[config.mk]
export PLATFORM = sky130hd
export DESIGN_NAME = issue_hazard_ctrl
export DESIGN_NICKNAME = d
export VERILOG_FILES = /design/src/rtl/hazard_pkg.sv /design/src/rtl/issue_classifier.sv /design/src/rtl/issue_hazard_ctrl.sv
export SDC_FILE = /design/constraint.sdc
export NUM_CORES = 1
export LEC_CHECK = 0
export BUFFER_PORTS_ARGS = -buffer_cell sky130_fd_sc_hd__buf_2
export CAP_MARGIN = 0
export CORE_UTILIZATION = 45
export DETAILED_ROUTE_END_ITERATION = 10
export HOLD_SLACK_MARGIN = 0.12
export PLACE_DENSITY = 0.68
export SLEW_MARGIN = 20
export SYNTH_ARGS = -nofsm -noshare
export SYNTH_HDL_FRONTEND = slang
export SYNTH_HIERARCHICAL = 1
export SYNTH_SLANG_ARGS = --single-unit
[constraint.sdc]
create_clock -name clock -period 3.6 [get_ports clock]
set_input_delay 0.36 -clock clock [delete_from_list [all_inputs] [get_ports clock]]
set_output_delay 0.36 -clock clock [all_outputs]
set_load 0.02 [all_outputs]
[src/rtl/hazard_pkg.sv]
// Shared types and encodings for the ID-stage issue/hazard controller.
// Opcode/funct values, scoreboard entry and instruction class bundles.
package hazard_pkg;

  localparam logic [5:0] OP_RTYPE = 6'h00;
  localparam logic [5:0] OP_J     = 6'h02;
  localparam logic [5:0] OP_JAL   = 6'h03;
  localparam logic [5:0] OP_BEQ   = 6'h04;
  localparam logic [5:0] OP_BNE   = 6'h05;
  localparam logic [5:0] OP_ADDI  = 6'h08;
  localparam logic [5:0] OP_ADDIU = 6'h09;
  localparam logic [5:0] OP_SLTI  = 6'h0A;
  localparam logic [5:0] OP_ANDI  = 6'h0C;
  localparam logic [5:0] OP_ORI   = 6'h0D;
  localparam logic [5:0] OP_LUI   = 6'h0F;
  localparam logic [5:0] OP_LW    = 6'h23;
  localparam logic [5:0] OP_SW    = 6'h2B;

  localparam logic [5:0] FN_SLL   = 6'h00;
  localparam logic [5:0] FN_SRL   = 6'h02;
  localparam logic [5:0] FN_SRA   = 6'h03;
  localparam logic [5:0] FN_JR    = 6'h08;
  localparam logic [5:0] FN_MFHI  = 6'h10;
  localparam logic [5:0] FN_MFLO  = 6'h12;
  localparam logic [5:0] FN_MULT  = 6'h18;
  localparam logic [5:0] FN_MULTU = 6'h19;
  localparam logic [5:0] FN_DIV   = 6'h1A;
  localparam logic [5:0] FN_DIVU  = 6'h1B;

  typedef struct packed {
    logic       valid;
    logic [4:0] dest;
    logic       is_load;
  } sb_entry_t;

  typedef struct packed {
    logic       has_dest;
    logic [4:0] dest;
    logic       reads_rs;
    logic       reads_rt;
    logic       is_load;
    logic       is_muldiv;
    logic       is_mfhilo;
  } insn_class_t;

  // True when a live in-flight producer writes a register the ID insn reads.
  function automatic logic src_hit(
    input sb_entry_t   e,
    input insn_class_t c,
    input logic [4:0]  rs,
    input logic [4:0]  rt
  );
    return e.valid &
      ((c.reads_rs & (rs == e.dest)) |
       (c.reads_rt & (rt == e.dest)));
  endfunction

endpackage

[src/rtl/issue_classifier.sv]
// Combinational decode of the IF/ID instruction into dest/source usage.
// Register 0 as a destination is treated as no destination.
module issue_classifier
  import hazard_pkg::*;
(
  input  logic [5:0]  opcode,
  input  logic [5:0]  funct,
  input  logic [4:0]  rt,
  input  logic [4:0]  rd,
  output insn_class_t cls
);

  insn_class_t c;

  // Per-opcode dest/read classification, then squash writes to $0.
  always_comb begin
    c = '0;
    unique case (1'b1)
      (opcode == OP_RTYPE): begin
        c.has_dest = 1'b1;
        c.dest     = rd;
        c.reads_rs = 1'b1;
        c.reads_rt = 1'b1;
        if (funct == FN_SLL || funct == FN_SRL ||
            funct == FN_SRA) begin
          c.reads_rs = 1'b0;
        end else if (funct == FN_MULT || funct == FN_MULTU ||
                     funct == FN_DIV  || funct == FN_DIVU) begin
          c.has_dest  = 1'b0;
          c.is_muldiv = 1'b1;
        end else if (funct == FN_JR) begin
          c.has_dest = 1'b0;
        end else if (funct == FN_MFHI || funct == FN_MFLO) begin
          c.reads_rs  = 1'b0;
          c.reads_rt  = 1'b0;
          c.is_mfhilo = 1'b1;
        end
      end
      (opcode == OP_LW): begin
        c.has_dest = 1'b1;
        c.dest     = rt;
        c.reads_rs = 1'b1;
        c.is_load  = 1'b1;
      end
      (opcode == OP_ADDI || opcode == OP_ADDIU ||
       opcode == OP_SLTI || opcode == OP_ANDI ||
       opcode == OP_ORI): begin
        c.has_dest = 1'b1;
        c.dest     = rt;
        c.reads_rs = 1'b1;
      end
      (opcode == OP_LUI): begin
        c.has_dest = 1'b1;
        c.dest     = rt;
      end
      (opcode == OP_SW || opcode == OP_BEQ ||
       opcode == OP_BNE): begin
        c.reads_rs = 1'b1;
        c.reads_rt = 1'b1;
      end
      (opcode == OP_JAL): begin
        c.has_dest = 1'b1;
        c.dest     = 5'd31;
      end
      (opcode == OP_J): begin
        c = '0;
      end
      default: begin
        c = '0;
      end
    endcase
    if (c.dest == 5'd0) begin
      c.has_dest = 1'b0;
    end
  end

  assign cls = c;

endmodule

[src/rtl/issue_hazard_ctrl.sv]
// ID-stage issue control: scoreboard over EX/MEM/WB plus mult/div busy.
// ISSUE_FORWARDING_EN: only load-use in EX stalls; else any live match.
module issue_hazard_ctrl
  import hazard_pkg::*;
#(
  parameter int unsigned MULDIV_LAT = 4
) (
  input  logic        clock,
  input  logic        reset,
  input  logic        id_valid,
  input  logic [5:0]  opcode,
  input  logic [5:0]  funct,
  input  logic [4:0]  rs,
  input  logic [4:0]  rt,
  input  logic [4:0]  rd,
  input  logic        branch_taken,
  output logic        pc_write,
  output logic        ifid_write,
  output logic        ifid_flush,
  output logic        idex_bubble,
  output logic [15:0] stall_count
);

  localparam logic [3:0] LAT = 4'(MULDIV_LAT);

  insn_class_t cls;
  sb_entry_t   ex_q, mem_q, wb_q, ex_d;
  logic [3:0]  busy_q, busy_d;
  logic [15:0] stall_q, stall_d;
  logic        data_hz, md_hz, hazard, issue;

  issue_classifier u_cls (
    .opcode (opcode),
    .funct  (funct),
    .rt     (rt),
    .rd     (rd),
    .cls    (cls)
  );

  // Hazard detection against the in-flight producers and HI/LO.
  always_comb begin
`ifdef ISSUE_FORWARDING_EN
    data_hz = ex_q.is_load & src_hit(ex_q, cls, rs, rt);
`else
    data_hz = src_hit(ex_q, cls, rs, rt) |
              src_hit(mem_q, cls, rs, rt) |
              src_hit(wb_q, cls, rs, rt);
`endif
    md_hz  = (busy_q != 4'd0) & (cls.is_muldiv | cls.is_mfhilo);
    hazard = id_valid & (data_hz | md_hz);
    issue  = id_valid & ~hazard & ~branch_taken;
  end

  // Pipeline control, reset first, then flush, then stall.
  always_comb begin
    pc_write    = 1'b1;
    ifid_write  = 1'b1;
    ifid_flush  = 1'b0;
    idex_bubble = ~id_valid;
    if (reset) begin
      pc_write    = 1'b0;
      ifid_write  = 1'b0;
      ifid_flush  = 1'b1;
      idex_bubble = 1'b1;
    end else if (branch_taken) begin
      ifid_flush  = 1'b1;
      idex_bubble = 1'b1;
    end else if (hazard) begin
      pc_write    = 1'b0;
      ifid_write  = 1'b0;
      idex_bubble = 1'b1;
    end
  end

  // Next-state for the EX entry, busy counter and stall counter.
  always_comb begin
    ex_d.valid   = issue & cls.has_dest;
    ex_d.dest    = cls.dest;
    ex_d.is_load = cls.is_load;
    busy_d = busy_q;
    if (issue && cls.is_muldiv) begin
      busy_d = LAT;
    end else if (busy_q != 4'd0) begin
      busy_d = busy_q - 4'd1;
    end
    stall_d = stall_q;
    if (hazard && !branch_taken && stall_q != 16'hFFFF) begin
      stall_d = stall_q + 16'd1;
    end
  end

  // State registers with synchronous reset.
  always_ff @(posedge clock) begin
    if (reset) begin
      ex_q    <= '0;
      mem_q   <= '0;
      wb_q    <= '0;
      busy_q  <= '0;
      stall_q <= '0;
    end else begin
      ex_q    <= ex_d;
      mem_q   <= ex_q;
      wb_q    <= mem_q;
      busy_q  <= busy_d;
      stall_q <= stall_d;
    end
  end

  assign stall_count = stall_q;

endmodule

After elaboration in Yosys (flattened, before gate mapping)
Index checks and enable logic that the tools add are counted.

Register bits after elaboration: 38. Bits of input ports: 31. Logic and storage cells: 114.

$add $sub $neg: 2. Equal/unequal tests: 27. Mux-type cells: 28. Bitwise gates (word level): 24. Reduce and logical (&&, ||, !) cells: 24.

Operator list (count): equality test 6 x 4 -> 1 bit, second input constant (7); equality test 6 x 5 -> 1 bit, second input constant (6); equality test 5 bit (6); equality test 6 x 2 -> 1 bit, second input constant (3); 2-to-1 mux 1 bit (18); case mux 6 bit (3 select lines) (1); adder 16 x 1 -> 16 bit, second input constant (1); inequality test 16 bit, second input constant (1); bitwise AND 1 bit (14); equality test 6 x 3 -> 1 bit, second input constant (2); equality test 6 bit, second input constant (2); logical NOT 6 bit (2); logical OR 1 bit (12); 2-to-1 mux 2 bit (5); OR 1 bit (7); 2-to-1 mux 3 bit (2); OR reduction 3 bit (2); logical NOT 5 bit (1); case mux 1 bit (2 select lines) (2); nonzero test 4 bit (1); subtractor 4 x 1 -> 4 bit, second input constant (1); logical AND 1 bit (3); NOT 1 bit (3); nonzero test 2 bit (1); 2 further kinds (2).

Longest topological paths before layout
Depth after elaboration: 19. Gate-level depth with buffers: 12.

By module
The synthesis kept the hierarchy.

Modules (own cells, without submodules): issue_hazard_ctrl (times used 1, cells each 222, area each 1980.6 um^2, sequential area each 760.7 um^2); issue_classifier (times used 1, cells each 45, area each 320.3 um^2, sequential area each 0.0 um^2).

Least setup slack after synthesis
Ideal clock, no wire load.

Kind: input to output. Start point: in opcode[2]. End point: out pc_write. Arrival: 2.495 ns. Slack: 0.745 ns. Stages: 11. Buffers on the path: 3. Cells stage by stage: or4_4 > or3_4 > nor3_1 > nor2_1 > o211ai_2 > nor2_2 > buf_6 > buf_6 > nor2_1 > nor2_1 > buf_4.

RTL lines: start, declared (line issue_hazard_ctrl.sv:11) `input logic [5:0] opcode,`; end, declared (line issue_hazard_ctrl.sv:17) `output logic pc_write,`.

Worst setup path in the final report
Start point: reg busy_q[0]. End point: out idex_bubble.

Cells in the longest elaborated chain, start to end: 7.

RTL lines: start, declared (line issue_hazard_ctrl.sv:28) `logic [3:0] busy_q, busy_d;`; start signal, assigned (line issue_hazard_ctrl.sv:104) `busy_q <= busy_d;`; nonzero test 4 bit (line issue_hazard_ctrl.sv:49) `md_hz = (busy_q != 4'd0) & (cls.is_muldiv | cls.is_mfhilo);`; bitwise AND 1 bit (line issue_hazard_ctrl.sv:49); OR 1 bit (line issue_hazard_ctrl.sv:50) `hazard = id_valid & (data_hz | md_hz);`; bitwise AND 1 bit (line issue_hazard_ctrl.sv:50); 2-to-1 mux 1 bit (line issue_hazard_ctrl.sv:68) `end else if (hazard) begin`; 2-to-1 mux 1 bit (line issue_hazard_ctrl.sv:65) `end else if (branch_taken) begin`; 2-to-1 mux 1 bit (line issue_hazard_ctrl.sv:60) `if (reset) begin`; end, declared (line issue_hazard_ctrl.sv:20) `output logic idex_bubble,`.

Every way passes these cells.

==> tab_implementation.tex <==
\begin{tabular}{lr}
\hline
Metric & Value \\
\hline
\multicolumn{2}{l}{\textbf{Run status}} \\
\quad Outcome & finished, final reports clean \\
\multicolumn{2}{l}{\textbf{CTS}} \\
\quad Worst-Skew Late Latency & 290 ps \\
\quad CTS tree & built \\
\quad Clock sink count & 38 \\
\quad Cell at the root of the clock tree & clkbuf\_8 \\
\quad Post-CTS Setup Repair Bufs & 0 \\
\quad Clock-pin slew on the worst setup and hold paths & roughly 70 ps \\
\quad Number of buffers added to fix hold violations after cts & 0 \\
\quad Quantity of gates resized following cts & 0 \\
\quad Maximum level of the CTS H-tree & 2 \\
\quad Max clock buf depth & 2 \\
\quad Number of buffers created by CTS & 5 \\
\multicolumn{2}{l}{\textbf{Floorplan}} \\
\quad Overall die area & 5389 um2 \\
\quad I/O pin cnt & 51 \\
\quad Core box area & 4817 um2 \\
\quad Initial Utilization & a little under half \\
\quad Die width & 73.41 um \\
\quad Number of placement rows & 25 \\
\quad Die Ht & 73.41 um \\
\multicolumn{2}{l}{\textbf{Final layout}} \\
\quad Sequential Area & 760.7 um2 \\
\quad Post-Layout Inst Area & 2695 um2 \\
\quad NumNets Final & 349 \\
\quad Relative area change from synthesis to final layout & 17.45\% \\
\quad Filler Cells Inserted & 483 \\
\quad Diode count & 0 \\
\quad Combined area of the multi-input logic cells & around 1400 um2 \\
\quad Layout cell share with drive strength beyond 1 & 25.55\% \\
\multicolumn{2}{l}{\textbf{Routing}} \\
\quad Mean number of vias per cell & 5.388 \\
\quad Wirelength per Cell & about 13 um \\
\quad Final Routed Wirelength & 5121 um \\
\quad Number of detailed-route iterations in the first pass & 4 \\
\quad Number of DRC markers in iteration 0 & 106 \\
\quad Drt drc & 0 \\
\quad Total via count after detailed routing & 2069 \\
\quad DRT antenna net count & 0 \\
\multicolumn{2}{l}{\textbf{Hold path}} \\
\quad Hold Path Origin & rd[2] \\
\quad Min-Delay Path Class & primary input to flip-flop \\
\multicolumn{2}{l}{\textbf{Power}} \\
\quad Leakage power & 1.090 nW \\
\quad Total power of the final layout & between 0.0009 and 0.001 W \\
\quad Power per unit of standard cell area & 365.3 nW/um2 \\
\quad Worst vdd rail ir drop & 185.6 uV \\
\multicolumn{2}{l}{\textbf{Critical path}} \\
\quad Launch instance of the worst register-to-register path & busy\_q[0] \\
\quad Slack of the worst reg-to-reg path & 1030 ps \\
\quad CP Capture Type & output port \\
\quad Arrival time reported for the critical path endpoint & 2790 ps \\
\quad Startpoint of the worst setup timing path & busy\_q[0] \\
\quad Kind of critical path & flip-flop to output port \\
\quad Setup crit start kind & flip-flop \\
\quad Data required time of the critical path & 3240 ps \\
\quad Critical path fanouts, max & 26 \\
\multicolumn{2}{l}{\textbf{Placement}} \\
\quad Cell Area, Placed & 2589 um2 \\
\quad Detail Placement HPWL & 3751 um \\
\quad Post-Place Worst Slack & 514.8 ps \\
\quad Buffers on Ports & 50 \\
\quad Final weighted congestion of routability-driven global placement & 0.8351 \\
\multicolumn{2}{l}{\textbf{STA}} \\
\quad Worst Tran Pin Value & 870.9 ps \\
\quad Final setup violation count & 0 \\
\quad Setup repair after global routing missed its margin & false \\
\quad Setup TNS Final & 0 ps \\
\quad Worst slew slack as a fraction of its limit & 41.88\% \\
\quad Post-layout worst setup margin & 453.4 ps \\
\quad F\_max & about 320 MHz \\
\quad Final count of pins violating max slew & 0 \\
\quad Period Utilization, post-route & 87.41\% \\
\quad Clock Skew & 6.066 ps \\
\quad Final worst path period need & 3147 ps \\
\quad Number of failing hold endpoints at the final stage & 0 \\
\multicolumn{2}{l}{\textbf{Synthesis}} \\
\quad Post-synthesis instance area & roughly 2300 um2 \\
\quad Average size of a mapped cell & 8.627 um2 \\
\quad Net count of the mapped netlist & 299 \\
\quad Synthesized netlist cell count & 266 \\
\quad Count of warnings emitted by yosys & 6 \\
\multicolumn{2}{l}{\textbf{GRT}} \\
\quad Vias in the first global route & 1858 \\
\quad Global route overflow & 0 \\
\quad Pin count of the biggest net entering global routing & 27 \\
\quad Number of antenna violations at the first check in global routing & 0 \\
\quad Total global-route track usage & 20.19\% \\
\quad Wire length of the first global-routing pass & 8459 um \\
\multicolumn{2}{l}{\textbf{Job}} \\
\quad Number of max-cap violations & 0 \\
\hline
\end{tabular}
-- placed cells by master (no fill, tap or decap), types with 2 or more instances in the layout --
| cell | count |
|---|---|
| a21oi_1 | 12 |
| a221o_1 | 5 |
| and2_1 | 3 |
| and3_1 | 2 |
| and3_2 | 2 |
| buf_2 | 50 |
| buf_4 | 3 |
| clkbuf_1 | 2 |
| clkbuf_8 | 5 |
| dfxtp_1 | 38 |
| ha_1 | 2 |
| inv_1 | 7 |
| mux2_2 | 6 |
| nand2_1 | 18 |
| nand2b_1 | 3 |
| nand3_1 | 4 |
| nand4_1 | 10 |
| nor2_1 | 16 |
| nor2b_1 | 23 |
| nor3_1 | 10 |
| nor3b_1 | 2 |
| nor4_1 | 9 |
| o21ai_0 | 9 |
| o31ai_1 | 5 |
| or3_1 | 5 |
| or4_1 | 7 |
| xnor2_1 | 8 |
| xor2_1 | 24 |
-- critical path, cell delays in order, from the launching register on --
cell and delay (ps):
dfxtp_1 340, inv_1 60, ha_1 200, nor3b_1 520, o211ai_2 170, nor2_2 710, nand3_1 270, buf_2 230
-- power by group --
part           internal [W]  switching, W
combinational     0.0000808     0.0000936
sequential         0.000439     0.0000156
clock              0.000207      0.000148
total              0.000728      0.000257
-- registers in the layout, summed over array words and instances (netlist names) --
name	flops
mem_q	6
stall_count	16
busy_q	4
wb_q	6
ex_q	6
-- layer usage --
layer / vias to the layer above / part of all wire [%] / global-route usage, %
li1: 1060 / - / -
met1: 957 / 50 / 27.03
met2: 47 / 44 / 32.20
met3: 5 / 5.0 / 4.527
met4: 0 / 1.0 / 6.624
met5: - / 0 / 0
-- through the flow --
stage / cells / hold WS [ps] / util (%)
final: 384 / 432.3 / 55.95
after global routing: 384 / 447.5 / 55.95
after CTS: 384 / 432.2 / 55.95
after detailed placement: 376 / 475.2 / 53.74
after global placement: 376 / 474.6 / 53.74
after floorplan: 266 / 461.4 / -
-- final timing paths --
check | to | depth (start not counted)
hold reg to reg | wb_q[6] | 1
setup / recovery | idex_bubble | 7
hold / removal | ex_q[3] | 3
setup reg to reg | stall_count[7] | 7
-- layout make-up --
class,instances,share of cell area (%)
sequential,38,28.23
clock inverter,1,1.114
tap,67,3.110
timing repair buffer,53,10.12
clock buffer,7,2.832
multi-input combinational,211,53.62
inverter,7,0.9749
Note: power is estimated with default switching activity, not from simulation.
